### src/rtl/bus_pkg.sv
// bus_pkg: shared state encoding, slave selects and address-region constants for bus_arbiter
package bus_pkg;

    typedef enum logic [1:0] {IDLE, ACCESS, DONE, ERR} state_t;

    localparam logic [4:0] SEL_NONE     = 5'b00000;
    localparam logic [4:0] SEL_RAM      = 5'b00001;
    localparam logic [4:0] SEL_GPIO_IN  = 5'b00010;
    localparam logic [4:0] SEL_GPIO_OUT = 5'b00100;
    localparam logic [4:0] SEL_PWM      = 5'b01000;

    localparam logic [31:0] RAM_BASE      = 32'h0000_0000;
    localparam logic [31:0] RAM_MASK      = 32'hFFFF_F000;
    localparam logic [31:0] GPIO_IN_BASE  = 32'h1000_0000;
    localparam logic [31:0] GPIO_OUT_BASE = 32'h1000_0010;
    localparam logic [31:0] PWM_BASE      = 32'h1000_0020;
    localparam logic [31:0] REG_MASK      = 32'hFFFF_FFF0;

endpackage

### src/rtl/bus_addr_decode.sv
// bus_addr_decode: maps a byte address to the one-hot slave select (bit 4 reserved, always 0)
module bus_addr_decode
    import bus_pkg::*;
(
    input  logic [31:0] addr,
    output logic [4:0]  sel
);

    // first matching region wins; unmapped addresses select nothing
    always_comb
        sel = ((addr & RAM_MASK) == RAM_BASE)      ? SEL_RAM      :
              ((addr & REG_MASK) == GPIO_IN_BASE)  ? SEL_GPIO_IN  :
              ((addr & REG_MASK) == GPIO_OUT_BASE) ? SEL_GPIO_OUT :
              ((addr & REG_MASK) == PWM_BASE)      ? SEL_PWM      : SEL_NONE;

endmodule

### src/rtl/bus_arbiter.sv
// bus_arbiter: two-master round-robin arbiter and single-beat sequencer; BUS_ARBITER_TIMEOUT_EN adds the ack timeout
module bus_arbiter
    import bus_pkg::*;
#(
    parameter logic [3:0] TIMEOUT = 4'd15
) (
    input  logic        clk,
    input  logic        rst_n,
    input  logic        m0_req,
    input  logic        m1_req,
    input  logic        m0_we,
    input  logic        m1_we,
    input  logic [31:0] m0_addr,
    input  logic [31:0] m1_addr,
    input  logic [31:0] m0_wdata,
    input  logic [31:0] m1_wdata,
    output logic        m0_gnt,
    output logic        m1_gnt,
    output logic        m0_done,
    output logic        m1_done,
    output logic        m0_err,
    output logic        m1_err,
    output logic [31:0] m_rdata,
    output logic [31:0] s_addr,
    output logic [31:0] s_wdata,
    output logic        s_we,
    output logic [4:0]  bSel,
    input  logic [31:0] bData,
    input  logic [4:0]  s_ack
);

    state_t      state, nstate;
    logic        owner, last, pick, req_any, we_q, acked, timeout_hit, busy, fin;
    logic [31:0] pick_addr;
    logic [4:0]  pick_sel;

    assign req_any   = m0_req | m1_req;
    assign pick      = (m0_req & m1_req) ? ~last : m1_req;
    assign pick_addr = pick ? m1_addr : m0_addr;
    assign acked     = |(s_ack & bSel);

    bus_addr_decode u_dec (
        .addr (pick_addr),
        .sel  (pick_sel)
    );

`ifdef BUS_ARBITER_TIMEOUT_EN
    logic [3:0] wait_cnt;

    // counts ACCESS cycles; zero whenever outside ACCESS so each entry starts clean
    always_ff @(posedge clk or negedge rst_n)
        if (!rst_n) wait_cnt <= 4'd0;
        else        wait_cnt <= (state == ACCESS) ? wait_cnt + 4'd1 : 4'd0;

    assign timeout_hit = (wait_cnt == TIMEOUT - 4'd1);
`else
    logic unused_timeout;

    assign unused_timeout = ^TIMEOUT;
    assign timeout_hit    = 1'b0;
`endif

    // state register
    always_ff @(posedge clk or negedge rst_n)
        if (!rst_n) state <= IDLE;
        else        state <= nstate;

    // next state: ack beats a coincident timeout
    always_comb begin
        nstate = IDLE;
        unique case (state)
            IDLE:    nstate = !req_any ? IDLE : (pick_sel == SEL_NONE) ? ERR : ACCESS;
            ACCESS:  nstate = acked ? DONE : timeout_hit ? ERR : ACCESS;
            default: nstate = IDLE;
        endcase
    end

    // latch the winning request, clear the slave side on leaving ACCESS, advance the round-robin pointer
    always_ff @(posedge clk or negedge rst_n)
        if (!rst_n) begin
            owner   <= 1'b0;
            last    <= 1'b1;
            we_q    <= 1'b0;
            bSel    <= SEL_NONE;
            s_addr  <= '0;
            s_wdata <= '0;
            m_rdata <= '0;
        end else begin
            if (state == IDLE && req_any) begin
                owner   <= pick;
                we_q    <= pick ? m1_we : m0_we;
                bSel    <= pick_sel;
                s_addr  <= (pick_sel == SEL_NONE) ? '0 : pick_addr;
                s_wdata <= pick ? m1_wdata : m0_wdata;
                m_rdata <= '0;
            end
            if (state == ACCESS && nstate != ACCESS) begin
                we_q    <= 1'b0;
                bSel    <= SEL_NONE;
                s_addr  <= '0;
                m_rdata <= acked ? bData : '0;
            end
            if (fin) last <= owner;
        end

    assign busy    = (state != IDLE);
    assign fin     = (state == DONE) || (state == ERR);
    assign m0_gnt  = busy & ~owner;
    assign m1_gnt  = busy & owner;
    assign m0_done = fin & ~owner;
    assign m1_done = fin & owner;
    assign m0_err  = (state == ERR) & ~owner;
    assign m1_err  = (state == ERR) & owner;
    assign s_we    = we_q & (|bSel);

endmodule

### config.mk
export PLATFORM = sky130hd
export DESIGN_NAME = bus_arbiter
export DESIGN_NICKNAME = d
export VERILOG_FILES = /design/src/rtl/bus_pkg.sv /design/src/rtl/bus_addr_decode.sv /design/src/rtl/bus_arbiter.sv
export SDC_FILE = /design/constraint.sdc
export NUM_CORES = 1
export LEC_CHECK = 0
export ABC_AREA = 1
export CORE_ASPECT_RATIO = 0.5
export CORE_MARGIN = 4
export CORE_UTILIZATION = 30
export DETAILED_ROUTE_END_ITERATION = 12
export HOLD_SLACK_MARGIN = 0.12
export PLACE_DENSITY_LB_ADDON = 0.05
export SYNTH_ARGS = -nofsm -noshare
export SYNTH_HDL_FRONTEND = slang
export SYNTH_SLANG_ARGS = --single-unit
### constraint.sdc
create_clock -name clk -period 4.35 [get_ports clk]
set_clock_uncertainty 0.2 [all_clocks]
set_input_delay 0.435 -clock clk [delete_from_list [all_inputs] [get_ports clk]]
set_output_delay 0.435 -clock clk [all_outputs]
set_load 0.1 [all_outputs]
==> summary.txt <==
Status
  – Status: completed

Routing
  – DR top layer: met4
  – Final wirelength: 16700 microns
  – Drt via density: 4.49
  – Met3 wire len: 1540 microns
  – Met1 wire length: 7290 microns
  – DR iter-0 viols: 186
  – DR WL/cell: 15.4 microns
  – Remaining DRCs: 0
  – DR WL met2: 7690 microns
  – First drt pass iteration count: 4
  – Vias: 4871
  – Remaining antenna violation count: 0

Synth
  – Synth Warn #: 0
  – Synthesized instance count: 601
  – Count of flip-flops with a built-in enable after synthesis: 0
  – Syn nets: a little under 800
  – Most frequent cells after synthesis: nand2_1 (175), dfrtp_1 (104), nor2_1 (73), o21ai_0 (71), inv_1 (48)
  – Post-synth design cell area: 4950 sq um
  – Distinct cells, synth: 26
  – Ranking of synthesized cells by area: dfrtp_1 (53%), nand2_1 (13%), o21ai_0 (7.2%)
  – Largest area contributor in the netlist: dfrtp_1
  – Sequential share of the synthesized area: 53.1%
  – Ys flop type: dfrtp_1
  – Synth Register Bits: 105
  – Most frequent cell after synthesis: nand2_1
  – Asr flop ratio synth: 100%
  – Post-synth top area share: 52.6%
  – Synth Area per Inst: 8.23 sq um

Clocking
  – CTS Sinks: ~110
  – Max Root-Sink Buffers: 2
  – CTS Buf Count: 9
  – Clock transition at path regs: approximately 0.070 ns
  – Worst-Skew Late Latency: 0.34 ns
  – Post-CTS Setup Bufs: 0
  – Root Driver: clkbuf_16
  – CTS tree: yes
  – Max H-tree Level: 3

STA
  – Worst setup margin: approximately 1.1 ns
  – RSZ-0062 raised after global routing: no
  – Slew headroom: 27.0%
  – Post-Route Setup TNS: 0 ns
  – Final setup viols: 0
  – Final period utilization: about three quarters
  – Maximum clock rate: 0.310 GHz
  – Worst-Margin Slew: 1.09 ns
  – Fin. Hold Viols: 0
  – Post-layout min period: ~3.2 ns
  – Final Max Slew Viols: 0

Global routing
  – Initial antenna violation count: 0
  – Vias in the first global route: approximately 4900
  – GRT Residual Overflow: 0
  – First-pass GRT wire length: about 26000 microns
  – GRT Resource Usage Total: 17.3%
  – Largest net degree at the start of global routing: between 70 and 80

Setup path
  – CP Class: in -> reg
  – Crit-path max FO: 44
  – Worst r2r src: last$_DFFE_PN1N_
  – Worst setup SP type: input pin
  – Worst Path Required: around 4.4 ns
  – Crit path arrival time: 3.30 ns
  – Worst reg-to-reg setup slack: 1.22 ns
  – Reg2reg path depth: 13
  – R2R Path End: s_addr[10]$_DFFE_PN0P_
  – Critical path capture point type: flop

Cells and area
  – Nets@finish: 1029
  – Fillers: 1508
  – Fraction of layout cells with a size suffix above 1: 3.59%
  – Register area: 2630 sq um
  – Area of the multi-input gates: 1980 sq um
  – P&R area growth vs syn: 65.5%

Die
  – Die Ht: 98.8 microns
  – Num rows: 32
  – Initial core utilization: 31.4%
  – I/O pin count: 279
  – Die X: 190 microns
  – Die area: between 15000 and 20000 sq um
  – Core Region: 15800 sq um

Placed design
  – Port bufs: 276
  – HPWL Detailed: 12000 microns
  – Post-place setup slack: 0.716 ns
  – Final GP Congestion: 0.771

Min path
  – Min-Delay Path Class: reg -> reg
  – Hold Path Cell Cnt: 2
  – Hold Path End: last$_DFFE_PN1N_
  – Hold path start: last$_DFFE_PN1N_

Power
  – Leakage: 3.75 nW
  – Worst vdd ir: 0.372 mV
  – Power Density: 553 nW/um^2

Flow run
  – Max Cap Viol: 0
-- worst max-delay path: stages --
cell	delay (ns)
clkdlybuf4s50_1	0.52
nand2_1	0.07
buf_4	0.22
nand2_2	0.58
inv_1	0.33
nand2_1	0.16
nand2_1	0.09
nor2_1	0.11
nand2_1	0.06
nor2_1	0.14
o21ai_1	0.08
nand2_2	0.25
nand4_1	0.13
nand2_1	0.09
-- flip-flops by register name, summed over array words and instances (netlist names) --
register and flops:
last 1, m_rdata 32, state 2, bSel 4
s_wdata 32, s_addr 32, owner 1, we_q 1
-- worst max-delay path by stage --
| stage | slack [ns] | to | startpoint |
|---|---|---|---|
| 6_report | 1.12 | s_addr[10]$_DFFE_PN0P_ | m0_req |
| 3_3_place_gp | 0.77 | s_addr[7]$_DFFE_PN0P_ | m0_req |
| 5_1_grt | 0.73 | s_addr[8]$_DFFE_PN0P_ | m0_req |
| 4_1_cts | 1.09 | s_addr[10]$_DFFE_PN0P_ | m0_req |
| 2_1_floorplan | 0.95 | s_we | bSel[2]$_DFFE_PN0P_ |
| 3_5_place_dp | 0.72 | s_addr[7]$_DFFE_PN0P_ | m0_req |
-- cell usage in the layout, fill, tap and decap left out, drive strengths merged, types with 2 or more instances in the layout --
cell	Yosys	layout
nand4	12	12
inv	48	50
nand2	176	176
clkdlybuf4s50	0	275
clkinv	0	4
a22o	34	34
o21a	2	2
o22ai	3	3
nand3	7	7
nand3b	20	20
buf	13	9
clkbuf	26	10
dfrtp	104	104
o21ai	74	74
nor2	75	75
nor3	2	2
-- stage by stage --
step	area (sq um)	power [mW]	cells	utilization [%]	hold slack (ns)
floorplan	4950	3.03	601	-	-0.0606
global placement	7890	3.76	1067	50.0	0.263
detailed placement	7890	3.78	1067	50.0	0.264
CTS	8190	4.60	1084	51.9	0.282
global route	8190	4.78	1084	51.9	0.295
finish	8190	4.53	1085	51.9	0.275
-- layout make-up --
cell class | instances | area share (%)
Clock inverter | 6 | 0.749
Sequential cell | 105 | 32.1
Clock buffer | 10 | 2.80
Inverter | 48 | 2.20
Multi-Input combinational cell | 409 | 24.2
Antenna cell | 1 | 0.0306
Timing Repair Buffer | 285 | 34.6
Tap cell | 221 | 3.38
-- where the power goes --
part	switching (mW)	total (mW)	internal (mW)
combinational	1.89	2.48	0.598
clock	0.393	0.796	0.403
sequential	0.0973	1.25	1.15
-- logic make-up after synthesis --
family / after synthesis / synth area share, %
AND/OR/NAND/NOR: 293 / 24.9
other: 1 / 0.0758
flip-flops: 105 / 53.1
AO/OA/AOI/OAI: 115 / 14.5
buffers and inverters: 87 / 7.36
-- layer usage --
| layer | vias to the layer above | GRT usage (%) |
|---|---|---|
| li1 | 2461 | - |
| met1 | 2238 | 21.9 |
| met2 | 156 | 28.2 |
| met3 | 16 | 7.40 |
| met4 | 0 | 3.17 |
| met5 | - | 0 |
-- repair_timing --
item / CTS / global route
hold buffers: 1 / 0
resized for setup: 0 / 0
hold endpoints to repair: 68 / 0
Note: power is estimated with default switching activity, not from simulation.
